`src/rtl/polyeval_out_buf.sv`:
```
// polyeval_out_buf: result-side FIFO receiver for the polynomial evaluator core.
//
// Captures every result the core emits on data_cal_i/data_vld_i (no backpressure
// into the core) into a DEPTH-entry first-word-fall-through FIFO, and presents
// the head downstream through a valid/ready handshake.
//
// Ports:
//   clk            rising-edge clock
//   rst_n          asynchronous active-low reset
//   data_cal_i     result word from the core
//   data_vld_i     result strobe from the core
//   clr_i          synchronous clear of FIFO, counters and flags (beats push/pop)
//   out_data_o     head-of-FIFO result, valid while out_vld_o
//   out_vld_o      head valid
//   out_rdy_i      downstream ready
//   level_o        occupancy, 0..DEPTH
//   almost_full_o  level_o >= DEPTH-2, for upstream input throttling
//   ovf_o          sticky flag: a result was dropped because the FIFO was full
//   res_cnt_o      count of results accepted into the FIFO, wraps
module polyeval_out_buf #(
    parameter int WID_D  = 32,
    parameter int DEPTH  = 8,
    parameter int RCNT_W = 16,
    parameter int LVL_W  = $clog2(DEPTH) + 1
) (
    input  logic              clk,
    input  logic              rst_n,
    input  logic [WID_D-1:0]  data_cal_i,
    input  logic              data_vld_i,
    input  logic              clr_i,
    output logic [WID_D-1:0]  out_data_o,
    output logic              out_vld_o,
    input  logic              out_rdy_i,
    output logic [LVL_W-1:0]  level_o,
    output logic              almost_full_o,
    output logic              ovf_o,
    output logic [RCNT_W-1:0] res_cnt_o
);
    localparam int PTR_W = $clog2(DEPTH);

    logic [WID_D-1:0]  mem_q [DEPTH];
    logic [PTR_W-1:0]  wp_q, wp_d, rp_q, rp_d;
    logic [LVL_W-1:0]  lvl_q, lvl_d;
    logic [RCNT_W-1:0] cnt_q, cnt_d;
    logic              ovf_q, ovf_d;
    logic              full, pop, push_ok, push_bad;

    assign full     = lvl_q == LVL_W'(DEPTH);
    assign pop      = out_vld_o && out_rdy_i;
    // A full FIFO still accepts a push when the head leaves in the same cycle.
    assign push_ok  = data_vld_i && (!full || pop);
    assign push_bad = data_vld_i && full && !pop;

    always_comb begin
        wp_d  = clr_i ? '0 : wp_q + PTR_W'(push_ok);
        rp_d  = clr_i ? '0 : rp_q + PTR_W'(pop);
        lvl_d = clr_i ? '0 : lvl_q + LVL_W'(push_ok) - LVL_W'(pop);
        cnt_d = clr_i ? '0 : cnt_q + RCNT_W'(push_ok);
        ovf_d = clr_i ? 1'b0 : (ovf_q || push_bad);
    end

    always_ff @(posedge clk or negedge rst_n) begin
        if (!rst_n) begin
            wp_q  <= '0;
            rp_q  <= '0;
            lvl_q <= '0;
            cnt_q <= '0;
            ovf_q <= 1'b0;
        end else begin
            wp_q  <= wp_d;
            rp_q  <= rp_d;
            lvl_q <= lvl_d;
            cnt_q <= cnt_d;
            ovf_q <= ovf_d;
        end
    end

    // Storage is deliberately not reset; only pointers and counters are.
    always_ff @(posedge clk) begin
        if (push_ok && !clr_i) mem_q[wp_q] <= data_cal_i;
    end

    assign out_vld_o     = lvl_q != '0;
    assign out_data_o    = mem_q[rp_q];
    assign level_o       = lvl_q;
    assign almost_full_o = lvl_q >= LVL_W'(DEPTH - 2);
    assign ovf_o         = ovf_q;
    assign res_cnt_o     = cnt_q;
endmodule
```
`config.mk`:
```
export PLATFORM = sky130hd
export DESIGN_NAME = polyeval_out_buf
export DESIGN_NICKNAME = d
export VERILOG_FILES = /design/src/rtl/polyeval_out_buf.sv
export SDC_FILE = /design/constraint.sdc
export NUM_CORES = 1
export LEC_CHECK = 0
export ABC_CLOCK_PERIOD_IN_PS = 8800
export BUFFER_PORTS_ARGS = -buffer_cell sky130_fd_sc_hd__buf_4
export CORE_MARGIN = 1.5
export CORE_UTILIZATION = 55
export DETAILED_ROUTE_END_ITERATION = 10
export GPL_TIMING_DRIVEN = 1
export HOLD_SLACK_MARGIN = 0.06
export PLACE_DENSITY = 0.74
export REMOVE_ABC_BUFFERS = 1
export SYNTH_ARGS = -nofsm -noshare
export SYNTH_HDL_FRONTEND = slang
export SYNTH_SLANG_ARGS = --single-unit
```
`constraint.sdc`:
```
create_clock -name clk -period 8.8 [get_ports clk]
set_clock_uncertainty 0.05 [all_clocks]
set_input_delay 1.32 -clock clk [delete_from_list [all_inputs] [get_ports clk]]
set_output_delay 1.32 -clock clk [all_outputs]
set_load 0.01 [all_outputs]
```
==> implementation parameters <==
Parameter                              Value

Run status
  Run status    finished clean

Timing
  Pins over their slew limit    0
  Final count of negative-setup-slack endpoints    0
  Slew at the pin with the worst max-slew slack    1.20 ns
  Final critical-path required period    4.31 ns
  Highest attainable clock frequency    232 MHz
  Ratio of final minimum period to clock period    about half
  Post-layout worst setup margin    between 4 and 5 ns
  Total negative slack    0 ns
  Setup repair after global routing missed its margin    false
  Worst slew margin relative to its limit    between 10% and 20%
  Endpoints failing hold    0

CTS
  Clock Tree Buf Depth    3
  Number of levels in the clock H-tree    1
  CTS clock-pin slew for the worst setup and hold paths    0.06 ns
  CTS root buf    clkbuf_16
  CTS tree    yes
  Num Clock Sinks    283
  Number of buffers inserted by post-CTS setup repair    0
  Cts bufs inserted    27
  # hold bufs at CTS    0
  Post-cts repair resize count    0
  Clk_lat worst skew    approximately 0.52 ns

Worst setup path
  Critical Path Fanout Max    between 60 and 70
  CP Launch Type    flop
  Endpoint arrival time on the critical path    2.94 ns
  Endpoint kind of the worst setup timing path    output pin
  Required time at the worst-slack endpoint    between 7 and 8 ns
  Crit path kind    flop to output pin

Routing
  Post-Route WL    around 21000 um
  Starting DRC count in detailed routing    330
  Detailed-route wire length per cell    approximately 23 um
  Number of vias per cell after detailed routing    slightly below 6
  Number of iterations in the first detailed-routing pass    4
  Vias post-DR    between 5000 and 6000
  Number of remaining DRC errors    0
  Post-detailed-route count of antenna-violating nets    0

Global route
  Via count of the first global-routing pass    5763
  Largest net degree at the start of global routing    66
  Number of antenna violations at the first check in global routing    2
  Total overflow reported by the global router    0
  All-Layer GR Usage    roughly 20%
  Global-route wire length before repair    between 30000 and 40000 um

Floorplanning
  FP Rows    52
  Starting density of the core    roughly 56%
  Area of the die    roughly 0.021 mm2
  Die height    146 um
  Core Area    0.0202 mm2
  Ports placed on the boundary    between 90 and 100
  Die Wd    around 150 um

Cells and area
  Final cell area excluding filler cells    roughly 0.013 mm2
  Area Overhead vs Synth    17.1%
  Fraction of layout cells with a size suffix above 1    33.0%
  Number of standard cells in the layout, taps in and fillers out    925
  Final net count    ~700
  Number of diodes added for antenna fixing    0

Power and ir drop
  Power density over the cells    259 mW/mm2
  Total power draw    around 3.4 mW
  Pleak    4.52 nW
  Worst voltage drop across the vdd grid    ~0.15 mV

Placed design
  Cell area reported after detailed placement    around 0.012 mm2
  Placement-stage worst setup slack    roughly 5 ns
  Weighted congestion reported at the end of routability-driven placement    0.750
  Port Buf Inserts    slightly above 90
  Placed cells    between 800 and 900
  Placed wire-length estimate after detailed placement    roughly 12000 um

Synth
  Post-synth top flop    edfxtp_1
  Cell Area, Synth    ~0.011 mm2
  Most frequent cell after synthesis    edfxtp_1
  Synthesized netlist cell count    527
  Largest area contributor in the netlist    edfxtp_1
  Top post-synthesis cells by count    edfxtp_1, mux4_1, mux2_2, dfrtp_1, mux4_2
  Warning count from the yosys run    0
  Register bit total from synthesis    around 280
  Share of synthesized area occupied by flip-flops and latches    74.2%
  Area contributors post-synth    edfxtp_1, mux4_1, dfrtp_1, mux4_2, mux2_2
  Fraction of registers with async set/reset    under 10%
  Yosys top cell area share    68.2%
  Number of distinct library cells after synthesis    33
  Count of flip-flops with a built-in enable after synthesis    ~260
  Average cell area after synthesis    about 21 um2

Hold path
  Min-delay worst type    flop to flop

Flow run
  MaxCap Viol Count    0
-- layout by cell type (no fill, tap or decap), types with 8 or more instances in the layout --
cell type / count
mux4_1: 40
clkbuf_16: 27
ha_1: 13
edfxtp_1: 256
nor2_1: 15
buf_4: 102
mux4_2: 24
nand2_1: 9
a21oi_1: 8
nor2b_1: 13
mux2_2: 37
dfrtp_1: 24
inv_1: 9
-- flip-flops by register name (all words and copies together) (netlist names) --
register,flops
wp_q,3
level_o,4
mem_q,256
rp_q,3
ovf_o,1
res_cnt_o,16
-- layout make-up --
cell class | instances | area [um2]
Multi-Input combinational cell | 212 | 2790
Timing Repair Buffer | 102 | 766
Clock inverter | 13 | 165
Inverter | 9 | 33.8
Sequential cell | 283 | 8370
Clock buffer | 36 | 739
Fill cell | 1349 | 6970
Tap cell | 270 | 338
-- worst max-delay path, cell delays in order (launching register included) --
cell and delay (ns):
dfrtp_4 1.18, mux4_1 0.69, mux2_2 0.30, buf_4 0.15
-- worst paths after layout --
kind | slack (ns) | start | endpoint | cells after the start
max in group asynchronous | 7.75 | rst_n | rp_q[0]$_DFF_PN0_ | 1
hold / removal | 0.52 | ovf_o$_DFF_PN0_ | ovf_o$_DFF_PN0_ | 2
setup / recovery | 4.49 | rp_q[0]$_DFF_PN0_ | out_data_o[23] | 3
hold reg to reg | 0.52 | ovf_o$_DFF_PN0_ | ovf_o$_DFF_PN0_ | 2
setup reg to reg | 5.93 | level_o[2]$_DFF_PN0_ | res_cnt_o[12]$_DFF_PN0_ | 9
min in group asynchronous | 0.66 | rst_n | level_o[2]$_DFF_PN0_ | 1
-- kinds of logic (layout without fill, tap and decap cells) --
logic type / Yosys count / count (layout) / share of synthesized area, %
AOI/OAI and AO/OA: 19 / 19 / 1.04
xor gates and xnor gates: 7 / 7 / 0.544
adders and majority gates: 14 / 14 / 1.62
buffers and inverters: 32 / 160 / 1.56
DFF: 283 / 283 / 74.2
muxes: 101 / 101 / 17.8
and+or+nand+nor: 71 / 71 / 3.26
-- per-layer routing --
metal	wire, um	vias up	track usage [%]
met3	1050	30	3.56
met2	11000	142	35.7
met5	26	-	0
met1	8900	2805	27.4
li1	-	2392	-
met4	258	4	3.59
-- power by group --
part           switching (mW)  internal, mW
sequential              0.106          1.52
clock                   0.466         0.705
combinational           0.239         0.379
total                   0.811          2.60
-- metrics by stage --
stage          utilization (%)  hold slack, ns
6_report                  65.5           0.520
5_1_grt                   65.5           0.577
4_1_cts                   65.5           0.521
3_5_place_dp              61.0           0.492
3_3_place_gp              61.0           0.445
2_1_floorplan                -           0.484
Power figures use the tool's default switching activity.
